[config.mk]
export PLATFORM = sky130hd
export DESIGN_NAME = popcount_ctrl_flat
export DESIGN_NICKNAME = d
export VERILOG_FILES = /design/src/rtl/popcount_ctrl_if.sv /design/src/rtl/popcount_ctrl.sv /design/src/flat_wrapper.sv
export SDC_FILE = /design/constraint.sdc
export NUM_CORES = 1
export LEC_CHECK = 0
export CAP_MARGIN = 15
export CELL_PAD_IN_SITES_DETAIL_PLACEMENT = 1
export CELL_PAD_IN_SITES_GLOBAL_PLACEMENT = 1
export CORE_ASPECT_RATIO = 0.5
export CORE_MARGIN = 2
export CORE_UTILIZATION = 29
export DETAILED_ROUTE_END_ITERATION = 8
export PLACE_DENSITY_LB_ADDON = 0.3
export SYNTH_ARGS = -nofsm -noshare
export SYNTH_HDL_FRONTEND = slang
export SYNTH_SLANG_ARGS = --single-unit
[constraint.sdc]
create_clock -name S_AXIS_ACLK -period 6.1 [get_ports S_AXIS_ACLK]
set_input_delay 0.915 -clock S_AXIS_ACLK [delete_from_list [all_inputs] [get_ports S_AXIS_ACLK]]
set_output_delay 0.915 -clock S_AXIS_ACLK [all_outputs]
set_load 0.01 [all_outputs]
[src/rtl/popcount_ctrl_if.sv]
// Word-stream bundle (data, byte keep, last, valid/ready) shared by the upstream
// and engine-side ports of popcount_ctrl.
interface popcount_ctrl_if;
  logic [31:0] TDATA;
  logic [3:0]  TKEEP;
  logic        TLAST;
  logic        TVALID;
  logic        TREADY;

  modport master (output TDATA, output TKEEP, output TLAST, output TVALID, input TREADY);
  modport slave  (input TDATA, input TKEEP, input TLAST, input TVALID, output TREADY);
endinterface

[src/rtl/popcount_ctrl.sv]
// Job controller for a popcount engine: clears the engine, gates a fixed-length
// word stream through to it, then captures the engine total as RESULT.
module popcount_ctrl #(
  parameter int unsigned LEN_W = 16
) (
  input  logic             S_AXIS_ACLK,
  input  logic             S_AXIS_ARESET,
  popcount_ctrl_if.slave   S_AXIS,
  popcount_ctrl_if.master  M_AXIS,
  input  logic [LEN_W-1:0] CFG_LEN,
  input  logic             CFG_START,
  input  logic             CFG_ABORT,
  output logic             ENG_COUNT_RST,
  input  logic [31:0]      ENG_COUNT,
  input  logic             ENG_COUNT_BUSY,
  output logic [31:0]      RESULT,
  output logic [LEN_W-1:0] WORDS_LEFT,
  output logic             BUSY,
  output logic             DONE,
  output logic             DONE_PULSE,
  output logic             ERR_LEN
);

  typedef enum logic [2:0] {IDLE, CLEAR, STREAM, DRAIN, FINISH} state_t;

  state_t           state, state_nxt;
  logic [LEN_W-1:0] words_nxt;
  logic [31:0]      result_nxt;
  logic             done_nxt, err_nxt;
  logic             drain_wait, drain_wait_nxt;
  logic             eng_clr_q, eng_clr_nxt;
  logic             streaming, beat, last_word;

  assign streaming = (state == STREAM);
  assign beat      = streaming && S_AXIS.TVALID && M_AXIS.TREADY;
  assign last_word = (WORDS_LEFT == LEN_W'(1));

  assign M_AXIS.TDATA  = S_AXIS.TDATA;
  assign M_AXIS.TKEEP  = S_AXIS.TKEEP;
  assign M_AXIS.TVALID = streaming && S_AXIS.TVALID;
  assign M_AXIS.TLAST  = streaming && last_word;
  assign S_AXIS.TREADY = streaming && M_AXIS.TREADY;

  assign BUSY          = (state != IDLE);
  // An abort arriving in FINISH cancels the completion strobe as well as DONE.
  assign DONE_PULSE    = (state == FINISH) && !CFG_ABORT;
  assign ENG_COUNT_RST = eng_clr_q || (state == CLEAR);

  always_comb begin
    state_nxt      = state;
    words_nxt      = WORDS_LEFT;
    result_nxt     = RESULT;
    done_nxt       = DONE;
    err_nxt        = ERR_LEN;
    drain_wait_nxt = drain_wait;
    eng_clr_nxt    = 1'b0;
    if (CFG_ABORT && state != IDLE) begin
      state_nxt      = IDLE;
      words_nxt      = '0;
      eng_clr_nxt    = 1'b1;
      drain_wait_nxt = 1'b0;
    end else begin
      unique case (state)
        IDLE: begin
          if (CFG_START) begin
            done_nxt = 1'b0;
            err_nxt  = 1'b0;
            if (CFG_LEN == '0) begin
              state_nxt  = FINISH;
              result_nxt = '0;
            end else begin
              state_nxt = CLEAR;
              words_nxt = CFG_LEN;
            end
          end
        end
        CLEAR: state_nxt = STREAM;
        STREAM: begin
          if (beat) begin
            if (WORDS_LEFT != '0) words_nxt = WORDS_LEFT - LEN_W'(1);
            if (last_word || S_AXIS.TLAST) begin
              state_nxt      = DRAIN;
              drain_wait_nxt = 1'b0;
            end
            if (last_word != S_AXIS.TLAST) err_nxt = 1'b1;
          end
        end
        DRAIN: begin
          // First DRAIN cycle only arms the wait; exit is considered from the second on.
          if (!drain_wait) begin
            drain_wait_nxt = 1'b1;
          end else if (!ENG_COUNT_BUSY) begin
            result_nxt = ENG_COUNT;
            state_nxt  = FINISH;
          end
        end
        FINISH: begin
          done_nxt  = 1'b1;
          state_nxt = IDLE;
        end
        default: state_nxt = IDLE;
      endcase
    end
  end

  always_ff @(posedge S_AXIS_ACLK) begin
    if (S_AXIS_ARESET) begin
      state      <= IDLE;
      WORDS_LEFT <= '0;
      RESULT     <= '0;
      DONE       <= 1'b0;
      ERR_LEN    <= 1'b0;
      drain_wait <= 1'b0;
      eng_clr_q  <= 1'b1;
    end else begin
      state      <= state_nxt;
      WORDS_LEFT <= words_nxt;
      RESULT     <= result_nxt;
      DONE       <= done_nxt;
      ERR_LEN    <= err_nxt;
      drain_wait <= drain_wait_nxt;
      eng_clr_q  <= eng_clr_nxt;
    end
  end

endmodule
[src/flat_wrapper.sv]
// flat-port wrapper written by rule: the top's interface ports become plain ports
module popcount_ctrl_flat 
#(
  parameter int unsigned LEN_W = 16
)
  (S_AXIS_ACLK, S_AXIS_ARESET, CFG_LEN, CFG_START, CFG_ABORT, ENG_COUNT_RST, ENG_COUNT, ENG_COUNT_BUSY, RESULT, WORDS_LEFT, BUSY, DONE, DONE_PULSE, ERR_LEN, S_AXIS_TDATA, S_AXIS_TKEEP, S_AXIS_TLAST, S_AXIS_TVALID, S_AXIS_TREADY, M_AXIS_TDATA, M_AXIS_TKEEP, M_AXIS_TLAST, M_AXIS_TVALID, M_AXIS_TREADY);
  popcount_ctrl_if S_AXIS_i ();
  popcount_ctrl_if M_AXIS_i ();
  input  logic S_AXIS_ACLK;
  input  logic S_AXIS_ARESET;
  input  logic [LEN_W-1:0] CFG_LEN;
  input  logic CFG_START;
  input  logic CFG_ABORT;
  output logic ENG_COUNT_RST;
  input  logic [31:0] ENG_COUNT;
  input  logic ENG_COUNT_BUSY;
  output logic [31:0] RESULT;
  output logic [LEN_W-1:0] WORDS_LEFT;
  output logic BUSY;
  output logic DONE;
  output logic DONE_PULSE;
  output logic ERR_LEN;
  input wire logic [$bits(S_AXIS_i.TDATA)-1:0] S_AXIS_TDATA;
  input wire logic [$bits(S_AXIS_i.TKEEP)-1:0] S_AXIS_TKEEP;
  input wire logic [$bits(S_AXIS_i.TLAST)-1:0] S_AXIS_TLAST;
  input wire logic [$bits(S_AXIS_i.TVALID)-1:0] S_AXIS_TVALID;
  output wire logic [$bits(S_AXIS_i.TREADY)-1:0] S_AXIS_TREADY;
  output wire logic [$bits(M_AXIS_i.TDATA)-1:0] M_AXIS_TDATA;
  output wire logic [$bits(M_AXIS_i.TKEEP)-1:0] M_AXIS_TKEEP;
  output wire logic [$bits(M_AXIS_i.TLAST)-1:0] M_AXIS_TLAST;
  output wire logic [$bits(M_AXIS_i.TVALID)-1:0] M_AXIS_TVALID;
  input wire logic [$bits(M_AXIS_i.TREADY)-1:0] M_AXIS_TREADY;
  assign S_AXIS_i.TDATA = S_AXIS_TDATA;
  assign S_AXIS_i.TKEEP = S_AXIS_TKEEP;
  assign S_AXIS_i.TLAST = S_AXIS_TLAST;
  assign S_AXIS_i.TVALID = S_AXIS_TVALID;
  assign S_AXIS_TREADY = S_AXIS_i.TREADY;
  assign M_AXIS_TDATA = M_AXIS_i.TDATA;
  assign M_AXIS_TKEEP = M_AXIS_i.TKEEP;
  assign M_AXIS_TLAST = M_AXIS_i.TLAST;
  assign M_AXIS_TVALID = M_AXIS_i.TVALID;
  assign M_AXIS_i.TREADY = M_AXIS_TREADY;
  popcount_ctrl #(.LEN_W(LEN_W)) u_core (.S_AXIS_ACLK(S_AXIS_ACLK), .S_AXIS_ARESET(S_AXIS_ARESET), .S_AXIS(S_AXIS_i), .M_AXIS(M_AXIS_i), .CFG_LEN(CFG_LEN), .CFG_START(CFG_START), .CFG_ABORT(CFG_ABORT), .ENG_COUNT_RST(ENG_COUNT_RST), .ENG_COUNT(ENG_COUNT), .ENG_COUNT_BUSY(ENG_COUNT_BUSY), .RESULT(RESULT), .WORDS_LEFT(WORDS_LEFT), .BUSY(BUSY), .DONE(DONE), .DONE_PULSE(DONE_PULSE), .ERR_LEN(ERR_LEN));
endmodule
# Word level (Yosys, flattened, before mapping)
# Index checks and enable logic that the tools add are counted.
[word_totals] output_inout_bits=92 reg_bits=55 in_bits=92 word_cells=74
[op_classes] add_sub_neg=1 eq_ne=15 reduce_logical=24 bitwise=1 muxes=26
[op_table] op="$mux 32" count=4
[op_table] op="$mux 16" count=4
[op_table] op="$pmux 32 s2" count=1
[op_table] op="$pmux 16 s2" count=1
[op_table] op="$mux 3" count=6
[op_table] op="$eq 16x1->1 const B" count=1
[op_table] op="$logic_not 16->1" count=1
[op_table] op="$reduce_bool 16->1" count=1
[op_table] op="$sub 16x1->16 const B" count=1
[op_table] op="$reduce_and 5->1" count=3
[op_table] op="$ne 2x2->1 const B" count=7
[op_table] op="$pmux 3 s4" count=1
[op_table] op="$reduce_bool 2->1" count=4
[op_table] op="$eq 3x2->1 const B" count=2
[op_table] op="$logic_and 1x1->1" count=6
[op_table] op="$mux 1" count=6
[op_table] op="$pmux 1 s2" count=3
[op_table] op="$reduce_and 3->1" count=2
[op_table] op="$reduce_and 6->1" count=1
[op_table] op="$ne 2x1->1 const B" count=2
[op_table] op="$eq 3x1->1 const B" count=1
[op_table] op="$eq 3x3->1 const B" count=1
[op_table] op="$logic_not 3->1" count=1
[op_table] op="$reduce_bool 3->1" count=1
[op_table] op="5 further kinds" count=6

# Depth between registers and ports, before layout
# Gate-level depths: netlist of run 1.
[logic_depth] ltp_word=5 depth_mapped=9 mapped_depth_nobuf=8

# Worst setup path before layout of run 1
# Ideal clock, no wire load.
[synth_timing] path_type="reg2out" from="register u_core.WORDS_LEFT[7]" to="output port M_AXIS_TLAST" t_arrival_ps=1530 path_buffers=1 required_ps=5185 stages_incl_launch_ff=6 slack_ps=3655 path_cell_list="dfxtp_1 buf_6 or4_4 nor3_1 nand4_1 nor2_1"
[synth_between] elab_chain_cells=2
[synth_rtl] item="from (decl)" line="popcount_ctrl.sv:17" rtl="output logic [LEN_W-1:0] WORDS_LEFT,"
[synth_rtl] item="from (signal assigned)" line="popcount_ctrl.sv:117" rtl="WORDS_LEFT <= words_nxt;"
[synth_rtl] item="$eq 16x1->1" line="popcount_ctrl.sv:36" rtl="assign last_word = (WORDS_LEFT == LEN_W'(1));"
[synth_rtl] item="$logic_and 1x1->1" line="popcount_ctrl.sv:41" rtl="assign M_AXIS.TLAST = streaming && last_word;"
[synth_rtl] item="to (decl)" line="flat_wrapper.sv:30" rtl="output wire logic [$bits(M_AXIS_i.TLAST)-1:0] M_AXIS_TLAST;"
# No other way between the ends.

# Final worst setup path of run 1
[layout_timing] from="register u_core.state[1]" to="output port S_AXIS_TREADY"
[layout_between] elab_chain_cells=2
[layout_rtl] item="from (decl)" line="popcount_ctrl.sv:26" rtl="state_t state, state_nxt;"
[layout_rtl] item="from (signal assigned)" line="popcount_ctrl.sv:116" rtl="state <= state_nxt;"
[layout_rtl] item="$eq 3x2->1" line="popcount_ctrl.sv:34" rtl="assign streaming = (state == STREAM);"
[layout_rtl] item="$logic_and 1x1->1" line="popcount_ctrl.sv:42" rtl="assign S_AXIS.TREADY = streaming && M_AXIS.TREADY;"
[layout_rtl] item="to (decl)" line="flat_wrapper.sv:27" rtl="output wire logic [$bits(S_AXIS_i.TREADY)-1:0] S_AXIS_TREADY;"
# No other way between the ends.

==> results by group, run 1 <==
Yosys
  – Top cell type by total area after synthesis: dfxtp_1
  – Most frequent cell after synthesis: dfxtp_1
  – Synth area leaders: dfxtp_1, o32ai_1, buf_4
  – Synth cell types: 52
  – Synthesis Warnings: 0
  – Synth Cell Area: roughly 0.0032 sq mm
  – Post-synthesis async set-or-reset flop share: 0%
  – Post-synth top flop: dfxtp_1
  – Post-synth top cells: dfxtp_1, inv_1, buf_4, nand2b_1, o32ai_1
  – Register area share after synthesis: between 30 and 40%
  – Cells after Synth: a little under 400
  – Yosys reg bits: 55
  – Syn nets: between 400 and 500
  – Post-synth EDFFs: 0
  – Post-Syn Area per Cell: around 8.2 sq um
  – Synth top area share: around a third

Final layout
  – Fin util: about two fifths
  – ANT cells: 0
  – Area growth, synth to finish: 33.8%
  – Filler cells: around 1.2k
  – # nets final: 535
  – FF+latch area: approximately 0.0011 sq mm
  – Fraction of layout cells with a size suffix above 1: 6.12%
  – Multi-input gate area: ~0.0015 sq mm

Clock tree
  – CTS Buf Count: 5
  – Post-CTS setup buffer count: 0
  – Clk_lat worst skew: approximately 0.3 ns
  – Clock sink count: between 50 and 60
  – Quantity of gates resized following cts: 0
  – CTS Root Cell: clkbuf_16
  – # hold bufs at CTS: 0
  – Clock Pin Slew Worst Setup and Hold Paths: ~0.07 ns
  – Deepest clock path buffer count: 2
  – CTS tree: yes
  – Htree depth: 2

Floorplanning
  – Die area: 0.0119 sq mm
  – Rows: 26
  – Initial cell density of the core: ~30%
  – I/O pins: between 150 and 200
  – Die W: between 150 and 200 microns
  – Core footprint: 0.0104 sq mm
  – Die Y: approximately 78 microns

Critical path
  – Worst EP required: 5.18 ns
  – CP Launch Type: flop
  – Crit path max fanout: 43
  – Largest delay share family, worst path: simple AND/OR/NAND/NOR gates
  – Cell breakdown of the critical path: or3b_2, nor2_1, clkdlybuf4s50_1
  – CP bufs+invs: 1
  – R2r endpoint: u_core.WORDS_LEFT[13]
  – CP Capture Type: output port
  – CP Class: flop to output port
  – R2r worst-path depth: 5
  – Flop2flop setup slack: about 3.6 ns
  – CP Data Arrival Time: about 2.5 ns
  – CP peak stage delay: 0.85 ns
  – Origin of the critical flop-to-flop path: u_core.state[1]
  – Max stage delay cell, worst path: or3b_2

STA
  – Fin Clk Skew: 0.00765 ns
  – Final hold viol count: 0
  – RSZ-0062 raised after global routing: no
  – Worst slew margin: between 40% and 50%
  – Pins over their slew limit: 0
  – Worst hold slack: 0.474 ns
  – Share of the clock period used by the worst path: approximately 56%
  – Worst-Margin Slew: 0.870 ns
  – Crit path time final: 3.43 ns
  – Peak Freq: about 0.29 GHz
  – Setup TNS: 0 ns
  – Final setup fails: 0

Routing
  – DRT antenna net count: 0
  – Vias per inst: 5.12
  – Routed WL: between 9000 and 10000 microns
  – WL/cell: between 15 and 20 microns
  – DR vias: approximately 3k
  – Iter 0 DRT Violations: 138
  – DRC viols: 0
  – Drt first pass iters: 4

Global routing
  – Largest net degree at the start of global routing: 70
  – Initial antenna violation count: 0
  – Number of global-route vias before repair: ~3.0k
  – First-pass GRT wire length: around 16000 microns
  – All-layer global routing usage: 16.2%
  – Gr ovfl total: 0

Place
  – Post-DP HPWL: ~6800 microns
  – Placer Congestion: 0.793
  – I/O Buffers: ~110

Power
  – P per Cell Area: 229 mW/mm^2
  – Pleak: between 1 and 1.5 nW
  – Worst IR drop on VDD: 0.000101 V

Status
  – Status: finished, final reports clean

Hold path
  – Hold path endpoint: u_core.RESULT[25]
  – Hold_sp: u_core.RESULT[25]
  – Worst min path class: flop to flop
  – Hold-critical path depth: 2

Run
  – Max cap viols: 0
sequential cells by signal, indices dropped and copies added, names as in the netlist:
signal and flops:
u_core.RESULT 32, u_core.eng_clr_q 1, u_core.WORDS_LEFT 16, u_core.state 3
u_core.DONE 1, u_core.drain_wait 1, u_core.ERR_LEN 1
area by class of cell:
cell class	instances	area share (%)
tap	140	4.11
clock inverter	2	0.823
multi-input combinational	224	36.0
inverter	41	3.61
clock buffer	6	3.26
sequential	55	25.9
timing repair buffer	113	26.3
kinds of logic (layout without fill, tap and decap cells):
kind of cell	count (synthesis)	after routing	synth area share, %
compound gates	103	103	24.6
fa+ha+maj	3	3	1.18
buf+inv	107	162	17.3
flops	55	55	34.6
mux	2	2	0.629
simple gates	116	116	21.6
placed cells by master (no fill, tap or decap), types with 3 or more instances in the layout:
| cell type | count |
|---|---|
| o31ai_1 | 12 |
| nor4_1 | 6 |
| nand2_1 | 12 |
| nor3_1 | 10 |
| inv_1 | 41 |
| a2bb2oi_1 | 3 |
| clkbuf_16 | 5 |
| nand4_1 | 3 |
| a21oi_1 | 13 |
| nand2b_1 | 36 |
| ha_1 | 3 |
| nand3_1 | 9 |
| o211ai_1 | 7 |
| nor2_1 | 17 |
| o311ai_0 | 3 |
| o32ai_1 | 32 |
| clkdlybuf4s50_1 | 110 |
| dfxtp_1 | 55 |
| a22oi_1 | 6 |
| o21ai_0 | 11 |
report_power, final:
group | internal [mW] | switching, mW
Sequential | 0.375 | 0.0257
Combinational | 0.114 | 0.122
Clock | 0.205 | 0.136
worst min-delay path, cell delays in order, from the launching register on:
cell and delay (ns):
dfxtp_1 0.31, inv_1 0.04, o32ai_1 0.07
metal layers:
metal / GRT usage (%) / up-vias / share of wire [%]
met3: 4.64 / 11 / 5.4
li1: - / 1461 / -
met1: 21.0 / 1414 / 47
met4: 3.64 / 0 / 0.85
met2: 27.1 / 89 / 46
met5: 0 / - / 0
through the flow:
| stage | worst slack, ns | instances | area, sq um | power, mW |
|---|---|---|---|---|
| after floorplan | 3.66 | 386 | 3180 | 0.564 |
| after global placement | 2.71 | 573 | 4090 | 0.643 |
| after detailed placement | 2.68 | 573 | 4090 | 0.644 |
| after CTS | 2.64 | 581 | 4260 | 0.992 |
| after global routing | 2.52 | 581 | 4260 | 1.03 |
| final | 2.67 | 581 | 4260 | 0.977 |
worst max path at each step:
stage,from,endpoint,cells after the start
after detailed placement,CFG_ABORT,DONE_PULSE,3
final,u_core.state[1],S_AXIS_TREADY,3
after CTS,u_core.state[1],S_AXIS_TREADY,3
after floorplan,u_core.WORDS_LEFT[7],M_AXIS_TLAST,5
after global placement,CFG_ABORT,DONE_PULSE,3
after global routing,CFG_ABORT,DONE_PULSE,3
Power figures use the tool's default switching activity.
==> run 2, diff against run 1 <==
--- a/config.mk
+++ b/config.mk
@@ -10,7 +10,7 @@
 export CELL_PAD_IN_SITES_GLOBAL_PLACEMENT = 1
 export CORE_ASPECT_RATIO = 0.5
 export CORE_MARGIN = 2
-export CORE_UTILIZATION = 29
+export CORE_UTILIZATION = 26
 export DETAILED_ROUTE_END_ITERATION = 8
 export PLACE_DENSITY_LB_ADDON = 0.3
 export SYNTH_ARGS = -nofsm -noshare
==> constraint.sdc (replaced) <==
create_clock -name S_AXIS_ACLK -period 3.3 [get_ports S_AXIS_ACLK]
set_input_delay 0.495 -clock S_AXIS_ACLK [delete_from_list [all_inputs] [get_ports S_AXIS_ACLK]]
set_output_delay 0.495 -clock S_AXIS_ACLK [all_outputs]
set_load 0.01 [all_outputs]
==> run 2 against run 1 <==
Total power up 76%. Clock skew down 0.00098 ns. Cell area up 0.88%. Register-to-register slack worse by 2.8 ns. Critical endpoint is now M_AXIS_TLAST.
==> results by group, run 2 (synthesized netlist as in run 1, its figures left out) <==
Power
  – Sequential group share of total power: 42.9% (+1.9 points)
  – P per Cell Area: 401 mW/mm^2 (+75%)
  – Clock share of power: 31.7% (-3.1 points)
  – Comb power frac: 25.4% (+1.3 points)
  – Internal power: 1.19 mW (+72%)
  – Pwr Total: 1.72 mW (+76%)
  – Sw frac: 30.8% (+1.8 points)
  – Sw power: 0.530 mW (+87%)
  – Pleak: 1.43 nW (-0.15%)
  – Worst IR drop on VDD: 0.000155 V (+53%)

STA
  – Final hold viol count: 0 (unchanged)
  – Share of the clock period used by the worst path: 89.7%
  – Final setup fails: 0 (unchanged)
  – Crit path time final: 2.96 ns
  – Pins over their slew limit: 0 (unchanged)
  – Setup TNS: 0 ns (unchanged)
  – Peak Freq: about 0.34 GHz
  – Fin Clk Skew: 0.00667 ns (-0.000980 ns)
  – Worst slew margin: 55.5% (+13 points)
  – Worst-Margin Slew: 0.668 ns (-0.202 ns)
  – RSZ-0062 raised after global routing: no

Clock tree
  – CTS tree: yes
  – Post-CTS setup buffer count: 0 (unchanged)
  – Quantity of gates resized following cts: 0 (unchanged)
  – Clk_lat worst skew: 0.30 ns (about the same)
  – CTS Root Cell: clkbuf_16
  – Clock sink count: 55 (unchanged)
  – Clock Pin Slew Worst Setup and Hold Paths: 0.08 ns (about the same)
  – Htree depth: 2 (unchanged)
  – CTS Buf Count: 5 (unchanged)
  – Deepest clock path buffer count: 2 (unchanged)
  – # hold bufs at CTS: 0 (unchanged)

Critical path
  – Worst setup path start: u_core.WORDS_LEFT[7]
  – Origin of the critical flop-to-flop path: u_core.WORDS_LEFT[7]
  – CP Class: flop to output port
  – Crit path max fanout: 10 (-77%)
  – R2r endpoint: u_core.drain_wait
  – CP Capture Type: output port
  – Flop2flop setup slack: 0.72 ns (-2.83 ns)
  – R2r worst-path depth: 7 (+2)
  – Worst EP required: 2.80 ns (-2.38 ns)
  – CP Data Arrival Time: 2.47 ns (-0.05 ns)
  – CP Launch Type: flop

Final layout
  – Most common cell after layout, fill and taps aside: clkdlybuf4s50_1
  – Multi-input gate area: 0.00153 sq mm (unchanged)
  – Post-route cell area: 0.00430 sq mm (+0.88%)
  – FF+latch area: 0.00110 sq mm (unchanged)
  – Max reg flops: 32 (unchanged)
  – Area growth, synth to finish: 35.0%
  – Fraction of layout cells with a size suffix above 1: 6.53% (+0.41 points)
  – Filler cells: 1393 (+15%)
  – Largest Register: u_core.RESULT
  – ANT cells: 0 (unchanged)
  – Top flop regs: u_core.RESULT: 32 flops, u_core.WORDS_LEFT: 16 flops, u_core.state: 3 flops
  – Most frequent cells in the layout: clkdlybuf4s50_1, dfxtp_1, inv_1
  – Fin util: 36.2% (-4.6 points)
  – # nets final: 538 (+0.56%)

Routing
  – Drt first pass iters: 4 (unchanged)
  – DR vias: 2952 (-0.77%)
  – WL/cell: 16.0 microns (-4.2%)
  – Routed WL: 9740 microns (+0.42%)
  – Iter 0 DRT Violations: 183 (+33%)
  – DRC viols: 0 (unchanged)
  – Vias per inst: 4.85 (-5.3%)
  – DRT antenna net count: 0 (unchanged)

Floorplanning
  – Die W: 160 microns (+5.5%)
  – Initial cell density of the core: 26.8% (-3.7 points)
  – Die area: 0.0132 sq mm (+11%)
  – Core footprint: 0.0119 sq mm (+14%)
  – I/O pins: 184 (unchanged)
  – Rows: 28 (+7.7%)
  – Die Y: 82.2 microns (+5.3%)

Global routing
  – Largest net degree at the start of global routing: 67 (-4.3%)
  – All-layer global routing usage: 14.6% (-1.6 points)
  – Gr ovfl total: 0 (unchanged)
  – Initial antenna violation count: 0 (unchanged)
  – First-pass GRT wire length: 15400 microns (-1.8%)
  – Number of global-route vias before repair: 2878 (-3.7%)

Hold path
  – Hold path endpoint: u_core.RESULT[19]
  – Hold-critical path depth: 2 (unchanged)
  – Hold_sp: u_core.RESULT[19]
  – Worst min path class: flop to flop

Status
  – Status: finished, final reports clean

Place
  – Placer Congestion: 0.779 (-1.9%)
  – Placed inst area: 0.00415 sq mm (+1.6%)
  – I/O Buffers: 111 (unchanged)
  – Post-DP HPWL: 7040 microns (+3.8%)

Run
  – Max cap viols: 0 (unchanged)
run 2: stage by stage:
stage	std cells	setup slack (ns)	hold slack [ns]
2_1_floorplan	386	0.987	0.457
3_3_place_gp	601	0.622	0.460
4_1_cts	609	0.296	0.475
5_1_grt	609	0.204	0.496
3_5_place_dp	601	0.623	0.464
6_report	609	0.339	0.474
run 2: how the worst max path moves through the flow:
| stage | end | slack [ns] | depth (start not counted) |
|---|---|---|---|
| 6_report | M_AXIS_TLAST | 0.34 | 5 |
| 5_1_grt | M_AXIS_TLAST | 0.20 | 5 |
| 4_1_cts | M_AXIS_TLAST | 0.30 | 5 |
| 3_5_place_dp | M_AXIS_TLAST | 0.62 | 5 |
| 3_3_place_gp | M_AXIS_TLAST | 0.62 | 5 |
| 2_1_floorplan | u_core.drain_wait | 0.99 | 8 |
run 2: worst max-delay path, cell delays in order (launching register included):
cell and delay [ns]:
dfxtp_1 0.42, or4_4 0.62, nor3_1 0.26, nand4_1 0.19, nor2_1 0.14, clkdlybuf4s50_1 0.54
run 2: cell type report:
| cell class | instances | share of cell area [%] |
|---|---|---|
| Inverter | 41 | 3.58 |
| Tap cell | 165 | 4.80 |
| Timing Repair Buffer | 116 | 26.9 |
| Clock inverter | 2 | 0.379 |
| Clock buffer | 6 | 3.00 |
| Sequential cell | 55 | 25.6 |
| Multi-Input combinational cell | 224 | 35.7 |
run 2: metal layers:
metal / vias up / part of all wire (%) / global-route usage (%)
met5: - / 0 / 0
met4: 0 / 0.22 / 1.89
met3: 4 / 7.0 / 4.60
met2: 102 / 44 / 24.5
met1: 1385 / 49 / 19.2
li1: 1461 / - / -
run 2: power groups by stage:
stage / Combinational (mW) / Sequential, mW / Clock (mW)
after floorplan: 0.295 / 0.748 / 0
after global placement: 0.441 / 0.755 / 0
after detailed placement: 0.442 / 0.755 / 0
after CTS: 0.444 / 0.740 / 0.569
after global routing: 0.480 / 0.747 / 0.598
final: 0.438 / 0.739 / 0.546
==> run 3, diff against run 2 <==
--- a/config.mk
+++ b/config.mk
@@ -16,3 +16,4 @@
 export SYNTH_ARGS = -nofsm -noshare
 export SYNTH_HDL_FRONTEND = slang
 export SYNTH_SLANG_ARGS = --single-unit
+export TNS_END_PERCENT = 20
==> results of run 3 <==
No change in the layout: final DEF, timing and power equal those of run 2.
